**src/rtl/uart_rx.sv**
```systemverilog
// uart_rx: 8N1 receiver behind a 2-register CPU port; byte lands ~3 clk after stop-bit centre, bus reads take 1 clk.
// No backpressure on the line: an unread byte blocks delivery and sets overrun. UART_RX_FIFO_EN swaps hold reg for 4-deep FIFO.
module uart_rx #(
  parameter int CLK_HZ = 25000000,
  parameter int BAUD   = 115200
) (
  input  logic       clk_i,
  input  logic       rst_i,
  output logic [7:0] dbr_o,
  input  logic [7:0] dbw_i,
  input  logic       addr_i,
  input  logic       we_i,
  input  logic       re_i,
  input  logic       rx_i,
  output logic       irq_o
);

  localparam int BIT_DIV  = CLK_HZ / BAUD;
  localparam int HALF_DIV = BIT_DIV / 2;
  localparam int CW       = $clog2(BIT_DIV + 1);
  localparam logic [CW-1:0] BIT_LAST  = CW'(BIT_DIV - 1);
  localparam logic [CW-1:0] HALF_LAST = CW'(HALF_DIV - 1);

  typedef enum logic [2:0] {
    S_IDLE,
    S_START,
    S_DATA,
    S_STOP,
    S_WAIT
  } state_t;

  state_t        state_q, state_d;
  logic [CW-1:0] cnt_q, cnt_d;
  logic [2:0]    bit_q, bit_d;
  logic [7:0]    shreg_q, shreg_d;
  logic          rx_meta_q, rx_s_q;

  logic          bit_tick;
  logic          shift_en;
  logic          deliver;
  logic          ferr_set;

  logic          pop, stat_rd, flag_wr;
  logic          ready, pop_ok, push_ok, lost;
  logic [7:0]    rd_byte;
  logic          busy;

  logic          overrun_q, overrun_d;
  logic          frame_err_q, frame_err_d;
  logic [7:0]    dbr_q, dbr_d;

  logic          unused_dbw;
  assign unused_dbw = ^{dbw_i[7], dbw_i[4:0]};

  // Sync flops reset high so an idle line never looks like a start bit.
  always_ff @(posedge clk_i or posedge rst_i) begin
    if (rst_i) begin
      rx_meta_q <= 1'b1;
      rx_s_q    <= 1'b1;
    end else begin
      rx_meta_q <= rx_i;
      rx_s_q    <= rx_meta_q;
    end
  end

  always_ff @(posedge clk_i or posedge rst_i) begin
    if (rst_i) begin
      state_q <= S_IDLE;
    end else begin
      state_q <= state_d;
    end
  end

  always_comb begin
    state_d = state_q;
    case (state_q)
      S_IDLE:  if (!rx_s_q) state_d = S_START;
      S_START: if (cnt_q == HALF_LAST) state_d = rx_s_q ? S_IDLE : S_DATA;
      S_DATA:  if (cnt_q == BIT_LAST && bit_q == 3'd7) state_d = S_STOP;
      S_STOP:  if (cnt_q == BIT_LAST) state_d = rx_s_q ? S_IDLE : S_WAIT;
      S_WAIT:  if (rx_s_q) state_d = S_IDLE;
      default: state_d = S_IDLE;
    endcase
  end

  always_comb begin
    bit_tick = (cnt_q == BIT_LAST);
    shift_en = 1'b0;
    deliver  = 1'b0;
    ferr_set = 1'b0;
    case (state_q)
      S_DATA: shift_en = bit_tick;
      S_STOP: begin
        deliver  = bit_tick & rx_s_q;
        ferr_set = bit_tick & ~rx_s_q;
      end
      default: ;
    endcase
  end

  always_comb begin
    cnt_d   = cnt_q + CW'(1);
    bit_d   = bit_q;
    shreg_d = shreg_q;
    if (state_d != state_q || shift_en || state_q == S_IDLE || state_q == S_WAIT) begin
      cnt_d = '0;
    end
    if (state_q != S_DATA) begin
      bit_d = 3'd0;
    end
    if (shift_en) begin
      shreg_d = {rx_s_q, shreg_q[7:1]};
      bit_d   = bit_q + 3'd1;
    end
  end

  always_ff @(posedge clk_i or posedge rst_i) begin
    if (rst_i) begin
      cnt_q   <= '0;
      bit_q   <= 3'd0;
      shreg_q <= 8'h00;
    end else begin
      cnt_q   <= cnt_d;
      bit_q   <= bit_d;
      shreg_q <= shreg_d;
    end
  end

  assign pop     = re_i & ~addr_i;
  assign stat_rd = re_i & addr_i;
  assign flag_wr = we_i & addr_i;
  assign busy    = (state_q != S_IDLE);

`ifdef UART_RX_FIFO_EN
  logic [7:0] fifo_q [4];
  logic [1:0] rd_ptr_q, wr_ptr_q;
  logic [2:0] count_q, count_d;
  logic [7:0] last_q;

  assign ready   = (count_q != 3'd0);
  assign pop_ok  = pop & ready;
  // A pop on the same edge frees the slot a full FIFO needs.
  assign push_ok = deliver & ((count_q != 3'd4) | pop_ok);
  assign lost    = deliver & ~push_ok;
  assign rd_byte = pop_ok ? fifo_q[rd_ptr_q] : last_q;

  always_comb begin
    count_d = count_q + {2'b00, push_ok} - {2'b00, pop_ok};
  end

  always_ff @(posedge clk_i) begin
    if (push_ok) begin
      fifo_q[wr_ptr_q] <= shreg_q;
    end
  end

  always_ff @(posedge clk_i or posedge rst_i) begin
    if (rst_i) begin
      rd_ptr_q <= 2'd0;
      wr_ptr_q <= 2'd0;
      count_q  <= 3'd0;
      last_q   <= 8'h00;
    end else begin
      count_q <= count_d;
      if (push_ok) wr_ptr_q <= wr_ptr_q + 2'd1;
      if (pop_ok) begin
        rd_ptr_q <= rd_ptr_q + 2'd1;
        last_q   <= fifo_q[rd_ptr_q];
      end
    end
  end
`else
  logic       ready_q, ready_d;
  logic [7:0] hold_q, hold_d;

  assign ready   = ready_q;
  assign pop_ok  = pop & ready_q;
  assign push_ok = deliver & (~ready_q | pop_ok);
  assign lost    = deliver & ~push_ok;
  assign rd_byte = hold_q;

  always_comb begin
    ready_d = ready_q;
    hold_d  = hold_q;
    if (push_ok) begin
      ready_d = 1'b1;
      hold_d  = shreg_q;
    end else if (pop_ok) begin
      ready_d = 1'b0;
    end
  end

  always_ff @(posedge clk_i or posedge rst_i) begin
    if (rst_i) begin
      ready_q <= 1'b0;
      hold_q  <= 8'h00;
    end else begin
      ready_q <= ready_d;
      hold_q  <= hold_d;
    end
  end
`endif

  // Clear and set on the same edge: the set term is OR'd last so it wins.
  always_comb begin
    overrun_d   = (overrun_q & ~(flag_wr & dbw_i[6])) | lost;
    frame_err_d = (frame_err_q & ~(flag_wr & dbw_i[5])) | ferr_set;
    dbr_d       = dbr_q;
    if (pop) begin
      dbr_d = rd_byte;
    end else if (stat_rd) begin
      dbr_d = {ready, overrun_q, frame_err_q, busy, 4'b0000};
    end
  end

  always_ff @(posedge clk_i or posedge rst_i) begin
    if (rst_i) begin
      overrun_q   <= 1'b0;
      frame_err_q <= 1'b0;
      dbr_q       <= 8'h00;
    end else begin
      overrun_q   <= overrun_d;
      frame_err_q <= frame_err_d;
      dbr_q       <= dbr_d;
    end
  end

  assign dbr_o = dbr_q;
  assign irq_o = ready;

endmodule
```
**config.mk**
```make
export PLATFORM = sky130hd
export DESIGN_NAME = uart_rx
export DESIGN_NICKNAME = d
export VERILOG_FILES = /design/src/rtl/uart_rx.sv
export SDC_FILE = /design/constraint.sdc
export NUM_CORES = 1
export LEC_CHECK = 0
export CAP_MARGIN = 15
export CORE_ASPECT_RATIO = 0.6
export CORE_UTILIZATION = 40
export DETAILED_ROUTE_END_ITERATION = 16
export PLACE_DENSITY = 0.71
export SLEW_MARGIN = 20
export SYNTH_ARGS = -nofsm -noshare
export SYNTH_HDL_FRONTEND = slang
export SYNTH_SLANG_ARGS = --single-unit
export TNS_END_PERCENT = 20
```
**constraint.sdc**
```tcl
create_clock -name clk_i -period 2.55 [get_ports clk_i]
set_clock_uncertainty 0.2 [all_clocks]
set_input_delay 0.3825 -clock clk_i [delete_from_list [all_inputs] [get_ports clk_i]]
set_output_delay 0.3825 -clock clk_i [all_outputs]
set_load 0.005 [all_outputs]
```
==> impl_metrics.csv <==
group,metric,value,unit
clock_network,clock_latency,0.29,ns
power,p_leak,0.996,nW
synth,post_synth.cell_area_avg,11.4,sq um
place,finalWeightedCongestion,0.756,
place,place_ws,0.320,ns
routing,vias,1318,
timing,max_freq,448,MHz
synth,synth-seq-cells,43,
finish,final_cell_mix,"dfrtp_1 (41), nor2_1 (17), clkdlybuf4s50_1 (16)",
global_route,grt_max_degree,44,
synth,ys_top_cells_by_area,"dfrtp_1 (53%), mux2_2 (7.5%), nor2_1 (3.3%), dfstp_2 (2.7%), nand2_1 (2.7%)",
timing,finalHoldViolCount,0,
timing,period_share,87.5,%
clock_network,clock_sinks,43,
timing,rsz0062_at_grt,"false",
die,die_area,5150,sq um
timing,finalWorstSetupSlack,0.319,ns
timing,drv_slew,0,
die,row_count,19,
routing,drtIter0Drc,130,
critical_path,path_max_fanout,8,
hold_path,hp-class,"flip-flop to flip-flop",
finish,fill_cells,421,
power,finalPower,1.16,mW
die,die_y,56.0,um
finish,diodes,0,
synth,synth.top_cell.area_share,52.8,%
finish,nNetsFinal,213,
die,die_w,92.0,um
synth,synthCells,170,
clock_network,cts_tree,"yes",
critical_path,reg2reg_depth,6,
critical_path,end_kind,"flip-flop",
clock_network,htree_num_levels,2,
routing,viasPerCell,5.09,
critical_path,path_class,"flip-flop to flip-flop",
critical_path,required,2.53,ns
die,boundaryPins,23,
critical_path,cp.arrival,2.21,ns
clock_network,clk_pin_slew,0.08,ns
global_route,antenna_found_initial,0,
finish,drive_gt1_share,16.8,%
run,drv_cap,0,
routing,drc,0,
critical_path,worst_setup_path_start_kind,"flip-flop",
synth,ys.warnings.count,0,
finish,syn2layout_area_growth,18.2,%
hold_path,hold_depth,0,
power,max-vdd-ir-drop,0.248,mV
outcome,outcome,"finished clean",
synth,ys_types,35,
timing,min_period,2.23,ns
synth,yosysSeqAreaShare,55.5,%
timing,worst_pin_slew,0.596,ns
clock_network,holdBufCountCts,0,
clock_network,clockBufferDepth,2,
place,port-buffer-count,16,
routing,ant_nets,0,
timing,tns,0,ns
power,pwr_density_cell,506,nW/um^2
routing,dr.pass1.iters,4,
synth,yosys.area.top_type,"dfrtp_1",
synth,synth_nets,188,
clock_network,cts_setup_buffers,0,
global_route,grt_pass1_wl,6170,um
synth,syn_area,1940,sq um
clock_network,cts-resized-gates,0,
place,detailed_place_hpwl,2620,um
timing,relSlewSlack,60.0,%
finish,final_common_cell,"dfrtp_1",
routing,wirelength,3500,um
clock_network,numCtsBuffers,5,
global_route,overflow,0,
routing,wl_per_cell,13.5,um
global_route,grt_pass1_vias,1218,
clock_network,ctsRootBufferMaster,"clkbuf_8",
die,start_util,42.1,%
timing,setup_violations,0,
global_route,grt_usage,15.6,%
die,coreArea,4610,sq um
## worst max-delay path: stages, from the launching register on
cell,delay [ns]
dfrtp_1,0.42
inv_1,0.07
ha_1,0.16
and4b_1,0.30
nand3_1,0.17
a21oi_2,0.40
mux2_2,0.39
## flip-flops by register name, indices dropped and copies added, names as in the netlist
name,flops
cnt_q,8
dbr_o,8
hold_q,8
shreg_q,8
bit_q,3
state_q,3
frame_err_q,1
irq_o,1
overrun_q,1
rx_meta_q,1
rx_s_q,1
## worst paths after layout
path,to,slack [ns],from
max,hold_q[2],0.32,cnt_q[0]
min,rx_s_q,0.16,rx_meta_q
max reg2reg,hold_q[2],0.32,cnt_q[0]
min reg2reg,rx_s_q,0.16,rx_meta_q
max in group asynchronous,rx_s_q,1.46,rst_i
min in group asynchronous,bit_q[2],0.33,rst_i
## kinds of logic (layout without fill, tap and decap cells)
family          count (synthesis)  after routing  synth area share (%)
simple gates                   63             63                  17.5
flops                          43             43                  55.5
xor+xnor                        7              7                  3.16
buf+inv                        13             39                  2.58
mux                            21             21                  11.9
fa+ha+maj                       4              4                  2.58
compound gates                 19             19                  6.83
## through the flow
step                instance area, sq um  cells  hold WS, ns  util (%)
floorplan                           1940    170        0.145         -
global placement                    2210    251        0.147      47.9
detailed placement                  2210    251        0.148      47.9
CTS                                 2290    259        0.159      49.8
global route                        2290    259        0.162      49.8
finish                              2290    259        0.158      49.8
## report_power, final
| part | total [mW] | leakage [nW] | internal (mW) | switching (mW) |
|---|---|---|---|---|
| logic | 0.0532 | 0.382 | 0.0257 | 0.0276 |
| registers | 0.693 | 0.573 | 0.689 | 0.00420 |
| clock network | 0.415 | 0.0412 | 0.191 | 0.223 |
| total | 1.16 | 0.996 | 0.906 | 0.255 |
## layout make-up
cell class              count  area [sq um]  area share (%)
multi-input cells         114           813            35.4
well taps                  63          78.8            3.44
flip-flops and latches     43          1080            47.0
repair buffers             22           205            8.94
clock inverters             2          12.5           0.545
clock buffers               6          72.6            3.16
inverters                   9          33.8            1.47
## cell usage after synthesis, drive strengths merged
master	instances
dfrtp	41
nor2	17
mux2	16
nand2	14
inv	9
nand3	8
nor3	8
o21ai	8
a21oi	6
mux2i	5
xnor2	5
ha	4
clkbuf	3
nand3b	3
a32oi	2
and4b	2
dfstp	2
nand4	2
nor2b	2
o211ai	2
xor2	2
and3b	1
and4bb	1
buf	1
nand2b	1
nand4b	1
nor3b	1
o31ai	1
or3b	1
or4	1
## routing by layer
layer | vias up | GRT usage [%] | part of all wire, %
met5 | - | 0 | 0
met4 | 0 | 4.02 | 0.54
met3 | 2 | 4.10 | 4.9
met2 | 37 | 18.8 | 39
met1 | 637 | 26.3 | 56
li1 | 642 | - | -
Power figures use the tool's default switching activity.
